==> config.mk <==
export PLATFORM = sky130hd
export DESIGN_NAME = fir_mac_secuenciador
export DESIGN_NICKNAME = d
export VERILOG_FILES = /design/src/rtl/fir_mac_secuenciador_pkg.sv /design/src/rtl/fir_mac_secuenciador_linea_retardo.sv /design/src/rtl/fir_mac_secuenciador.sv
export SDC_FILE = /design/constraint.sdc
export NUM_CORES = 1
export LEC_CHECK = 0
export ABC_CLOCK_PERIOD_IN_PS = 17800
export BUFFER_PORTS_ARGS = -buffer_cell sky130_fd_sc_hd__clkbuf_2
export CORE_MARGIN = 1.5
export CORE_UTILIZATION = 45
export DETAILED_ROUTE_END_ITERATION = 12
export GPL_TIMING_DRIVEN = 1
export SYNTH_ARGS = -nofsm -noshare
export SYNTH_HDL_FRONTEND = slang
export SYNTH_SLANG_ARGS = --single-unit
==> constraint.sdc <==
create_clock -name clk -period 17.8 [get_ports clk]
set_clock_uncertainty 0.2 [all_clocks]
set_input_delay 1.78 -clock clk [delete_from_list [all_inputs] [get_ports clk]]
set_output_delay 1.78 -clock clk [all_outputs]
set_load 0.01 [all_outputs]
==> src/rtl/fir_mac_secuenciador_pkg.sv <==
// Shared types and defaults for the FIR MAC sequencer: state encoding,
// parameter defaults and a constant clog2 helper for address widths.
package fir_mac_secuenciador_pkg;

  localparam int N_DEF    = 24;
  localparam int TAPS_DEF = 8;
  localparam int FRAC_DEF = 10;

  typedef enum logic [1:0] {
    IDLE = 2'd0,
    MAC  = 2'd1,
    OUT  = 2'd2
  } state_e;

  function automatic int clog2(input int value);
    int r;
    r = 0;
    while ((1 << r) < value) r++;
    return r;
  endfunction

endpackage

==> src/rtl/fir_mac_secuenciador_linea_retardo.sv <==
// Sample delay line plus coefficient register file, with a shared read mux
// selecting one tap's sample and coefficient by index.
module fir_mac_secuenciador_linea_retardo
  import fir_mac_secuenciador_pkg::*;
#(
  parameter int N    = N_DEF,
  parameter int TAPS = TAPS_DEF,
  parameter int AW   = clog2(TAPS_DEF)
) (
  input  logic          clk,
  input  logic          reset,
  input  logic          shift_i,
  input  logic [N-1:0]  muestra_i,
  input  logic          we_i,
  input  logic [AW-1:0] waddr_i,
  input  logic [N-1:0]  wdata_i,
  input  logic [AW-1:0] raddr_i,
  output logic [N-1:0]  x_o,
  output logic [N-1:0]  c_o
);

  logic [N-1:0] x_q [TAPS];
  logic [N-1:0] c_q [TAPS];

  always_ff @(posedge clk or posedge reset) begin
    if (reset) begin
      for (int i = 0; i < TAPS; i++) begin
        x_q[i] <= '0;
        c_q[i] <= '0;
      end
    end else begin
      if (shift_i) begin
        x_q[0] <= muestra_i;
        for (int i = 1; i < TAPS; i++) x_q[i] <= x_q[i-1];
      end
      if (we_i) c_q[waddr_i] <= wdata_i;
    end
  end

  assign x_o = x_q[raddr_i];
  assign c_o = c_q[raddr_i];

endmodule

==> src/rtl/fir_mac_secuenciador.sv <==
// FIR sequencer around an external combinational MAC: walks the taps one per
// clock, then scales and saturates the accumulated sum to an N-bit output.
module fir_mac_secuenciador
  import fir_mac_secuenciador_pkg::*;
#(
  parameter int N    = N_DEF,
  parameter int TAPS = TAPS_DEF,
  parameter int FRAC = FRAC_DEF
) (
  input  logic                     clk,
  input  logic                     reset,
  input  logic [N-1:0]             muestra_in,
  input  logic                     muestra_valid,
  input  logic                     coef_we,
  input  logic [clog2(TAPS)-1:0]   coef_addr,
  input  logic [N-1:0]             coef_data,
  output logic [N-1:0]             Multiplicandos,
  output logic [N-1:0]             Constantes,
  output logic [2*N-1:0]           Sum_ext,
  input  logic [2*N-1:0]           Suma_G,
  output logic                     busy,
  output logic [N-1:0]             y_out,
  output logic                     y_valid,
  output logic                     sat
);

  localparam int AW = clog2(TAPS);

  state_e          state_q, state_d;
  logic [2*N-1:0]  acc_q, acc_d;
  logic [AW-1:0]   idx_q, idx_d;
  logic [N-1:0]    y_out_q, y_out_d;
  logic            y_valid_q, y_valid_d;
  logic            sat_q, sat_d;
  logic            shift, coefWrite;
  logic [N-1:0]    xRd, cRd;
  logic [2*N-1:0]  scaled;

  fir_mac_secuenciador_linea_retardo #(
    .N    (N),
    .TAPS (TAPS),
    .AW   (AW)
  ) u_linea (
    .clk       (clk),
    .reset     (reset),
    .shift_i   (shift),
    .muestra_i (muestra_in),
    .we_i      (coefWrite),
    .waddr_i   (coef_addr),
    .wdata_i   (coef_data),
    .raddr_i   (idx_q),
    .x_o       (xRd),
    .c_o       (cRd)
  );

  assign scaled = acc_q >> FRAC;

  always_ff @(posedge clk or posedge reset) begin
    if (reset) begin
      state_q   <= IDLE;
      acc_q     <= '0;
      idx_q     <= '0;
      y_out_q   <= '0;
      y_valid_q <= 1'b0;
      sat_q     <= 1'b0;
    end else begin
      state_q   <= state_d;
      acc_q     <= acc_d;
      idx_q     <= idx_d;
      y_out_q   <= y_out_d;
      y_valid_q <= y_valid_d;
      sat_q     <= sat_d;
    end
  end

  // MAC operands are only exposed while walking taps; zero elsewhere.
  always_comb begin
    state_d        = state_q;
    acc_d          = acc_q;
    idx_d          = idx_q;
    y_out_d        = y_out_q;
    y_valid_d      = 1'b0;
    sat_d          = sat_q;
    shift          = 1'b0;
    coefWrite      = 1'b0;
    Multiplicandos = '0;
    Constantes     = '0;
    Sum_ext        = '0;
    case (state_q)
      IDLE: begin
        coefWrite = coef_we && (int'(coef_addr) < TAPS);
        if (muestra_valid) begin
          shift   = 1'b1;
          acc_d   = '0;
          idx_d   = '0;
          state_d = MAC;
        end
      end
      MAC: begin
        Multiplicandos = xRd;
        Constantes     = cRd;
        Sum_ext        = acc_q;
        acc_d          = Suma_G;
        idx_d          = idx_q + AW'(1);
        if (idx_q == AW'(TAPS - 1)) state_d = OUT;
      end
      OUT: begin
        if (|scaled[2*N-1:N]) begin
          y_out_d = '1;
          sat_d   = 1'b1;
        end else begin
          y_out_d = scaled[N-1:0];
          sat_d   = 1'b0;
        end
        y_valid_d = 1'b1;
        state_d   = IDLE;
      end
      default: state_d = IDLE;
    endcase
  end

  assign busy    = (state_q != IDLE);
  assign y_out   = y_out_q;
  assign y_valid = y_valid_q;
  assign sat     = sat_q;

endmodule

==> flow_metrics.tcl <==
set metrics [dict create \
    outcome "finished, final reports clean" \
    finalCoreUtilization 0.524 \
    grt_first_pass_wirelength_mm 77.5 \
    number_of_core_rows 79 \
    drt.antenna.violating_nets 0 \
    synth_cells 1608 \
    crit_family "flip-flops" \
    flow.area_growth_from_synthesis_pct 15.6 \
    clock_sink_count 463 \
    tritoncts "done" \
    critical_path.endpoint_type "output port" \
    vias 13301 \
    crit_path_start "idx_q[1]" \
    hold_class "reg -> reg" \
    reg2regPathDepth 3 \
    cap_violations 0 \
    slowest_stage "dfrtp_4" \
    pre_cts_slack_ns 13.09 \
    dp_hpwl_mm 27.2 \
    globalRouteTotalUtil 0.205 \
    worst_ir_drop_vdd_v 0.000106 \
    hold_path_depth 2 \
    cts_setup_buffers 0 \
    finalSetupTns_ns 0 \
    syn-cell-area_um2 21000 \
    global_route.peak_usage_layer "met2" \
    final_cells 2428 \
    wirelength_mm 48.2 \
    synth_seq_cells 463 \
    crit_path_start_kind "flop" \
    clk_latency_ns 0.58 \
    die_y_um 219 \
    finalSetupViolCount 0 \
    met1_usage 0.287 \
    placedCellCount 2338 \
    timing.critical_path.depth 5 \
    hold_path.startpoint "sat" \
    grt_overflow_total 0 \
    hold_viol 0 \
    horizontal_die_dimension_um 219 \
    h-tree-depth 2 \
    number_of_synthesized_flops_with_an_enable_pin 0 \
    post_synth_main_area_contributors "dfrtp_1 (55%), mux2_2 (29%), mux2_4 (2.9%), o22ai_1 (2.9%), nand2_1 (1.8%)" \
    detailedRoute.firstIterationViolations 712 \
    ys_dominant_reg_cell "dfrtp_1" \
    vias_per_cell 5.48 \
    initial_utilization 0.454 \
    first_pass_iters 4 \
    synth.most_common_cell "mux2_2" \
    post_cts_resize_count 0 \
    post_route_cells_drive_above_1_share 0.499 \
    worst-endpoint-arrival_ns 3.32 \
    finalCriticalPeriod_ns 5.30 \
    synth.yosys.warnings 0 \
    slew_violations 0 \
    core-area_um2 46400 \
    leakagePower_nw 11.2 \
    synthTopCellsByCount "mux2_2 (536), dfrtp_1 (463), nand2_1 (103)" \
    number_of_antenna_violations_at_the_first_check_in_global_routing 3 \
    min_period_over_period 0.298 \
    first_global_vias 13895 \
    synth_nets 1713 \
    ctsRootBufferMaster "clkbuf_16" \
    fin_ws_ns 12.50 \
    critical_path_class "reg -> out" \
    synth-seq-area-share 0.551 \
    clock_path_buffers 3 \
    routed_wire_length_per_instance_um 19.9 \
    dieArea_um2 48000 \
    cts_hold_buf 0 \
    number_of_distinct_library_cell_variants_in_the_gate_level_netlist_after_synthesis 30 \
    cts_inserted_buffers 51 \
    final_nets 1889 \
    grt_max_degree 209 \
    asyncSetResetFlopFracSynth 1.00 \
    worstPathCellList "buf_12 > mux2_2 > o22ai_1 > nor3_1 > clkbuf_2" \
    required_ns 15.82 \
    synth_top_area_cell "dfrtp_1" \
    place.port_buffers 225 \
    worst_r2r_startpoint "state_q[0]" \
    timing.slew.headroom 0.245 \
    netlist.area_leader.share 0.551 \
    groute.layer.met3.usage 0.0330 \
    num_io_pins 226 \
    timing.fmax_mhz 189 \
    timing.critical_path.fanout_max 136 \
    max_slew.worst_pin.slew_ns 1.13 \
    max_stage_delay_ns 0.94 \
    power.density_nw_per_um2 194 \
    hold_slack_ns 0.282 \
    grt_setup_unrepaired "no" \
    clk_pin_slew_ns 0.06 \
    route.detailed.drc 0 \
    gpl.final_weighted_congestion 0.793 \
    buffers_inverters_on_critical_path 2 \
    avgSynthCellArea_um2 13.1 \
    grt_use_met2 0.329 \
]
-- power by group --
group,total (mW),leakage (nW),internal [mW],switching (mW)
registers,1.84,5.63,1.53,0.310
logic,1.85,4.80,0.989,0.863
clock network,1.04,0.812,0.622,0.415
-- metal layers --
metal | wire length (um) | part of all wire
met5 | 24 | 0.00050
met1 | 22800 | 0.47
met3 | 1990 | 0.041
met2 | 22400 | 0.46
met4 | 984 | 0.020
-- placed cells by master, fill, tap and decap left out, types with 2 or more instances in the layout --
| cell | instances |
|---|---|
| and2_1 | 49 |
| o21ai_0 | 3 |
| o22ai_1 | 96 |
| buf_4 | 13 |
| nor2_1 | 49 |
| clkbuf_1 | 15 |
| clkbuf_2 | 225 |
| ha_1 | 2 |
| dfrtp_1 | 462 |
| mux2_4 | 40 |
| nand2_1 | 102 |
| mux2_2 | 536 |
| nor3_1 | 48 |
| a21oi_1 | 24 |
| clkbuf_16 | 53 |
| nor3_4 | 2 |
| nand3_1 | 52 |
| nand2b_4 | 2 |
| clkbuf_8 | 16 |
| clkinv_2 | 3 |
| buf_12 | 3 |
| nor4_1 | 3 |
| nor2_2 | 4 |
-- path summary, 6_finish.rpt --
kind | endpoint | slack, ns
max | Constantes[21] | 12.50
min | sat | 0.28
max reg2reg | u_linea.x_q[63] | 14.86
min reg2reg | sat | 0.28
max in group asynchronous | u_linea.c_q[21] | 14.61
min in group asynchronous | u_linea.c_q[4] | 1.17
-- final cells by class --
class / count / area (um^2)
fill: 4030 / 22100
clock buffer: 84 / 1600
antenna: 1 / 2.50
sequential: 463 / 11600
multi-input combinational: 1025 / 9000
clock inverter: 5 / 52.6
inverter: 2 / 15.0
tap: 607 / 759
timing repair buffer: 241 / 1280
-- sequential cells by signal, indices dropped and copies added (netlist names) --
signal / count
u_linea.c_q: 192
u_linea.x_q: 192
acc_q: 48
y_out: 24
idx_q: 3
state_q: 2
sat: 1
y_valid: 1
-- worst min-delay path, delay by kind of cell (launching register included) --
kind	cells	cell delay (ns)
compound gates	1	0.06
flops	1	0.34
simple gates	1	0.04
-- per-stage QoR --
stage	power, mW	area, um^2
after floorplan	3.15	21000
after global routing	5.05	24300
after CTS	4.79	24300
after detailed placement	3.72	22600
after global placement	3.66	22600
final	4.73	24300
-- cell families after synthesis --
| kind of cell | share of synthesized area |
|---|---|
| flip-flops | 0.551 |
| AND/OR/NAND/NOR | 0.0732 |
| adder cells (fa/ha/maj) | 0.00119 |
| buffers and inverters | 0.0241 |
| AO/OA/AOI/OAI | 0.0350 |
| multiplexers | 0.316 |
Power figures use the tool's default switching activity.
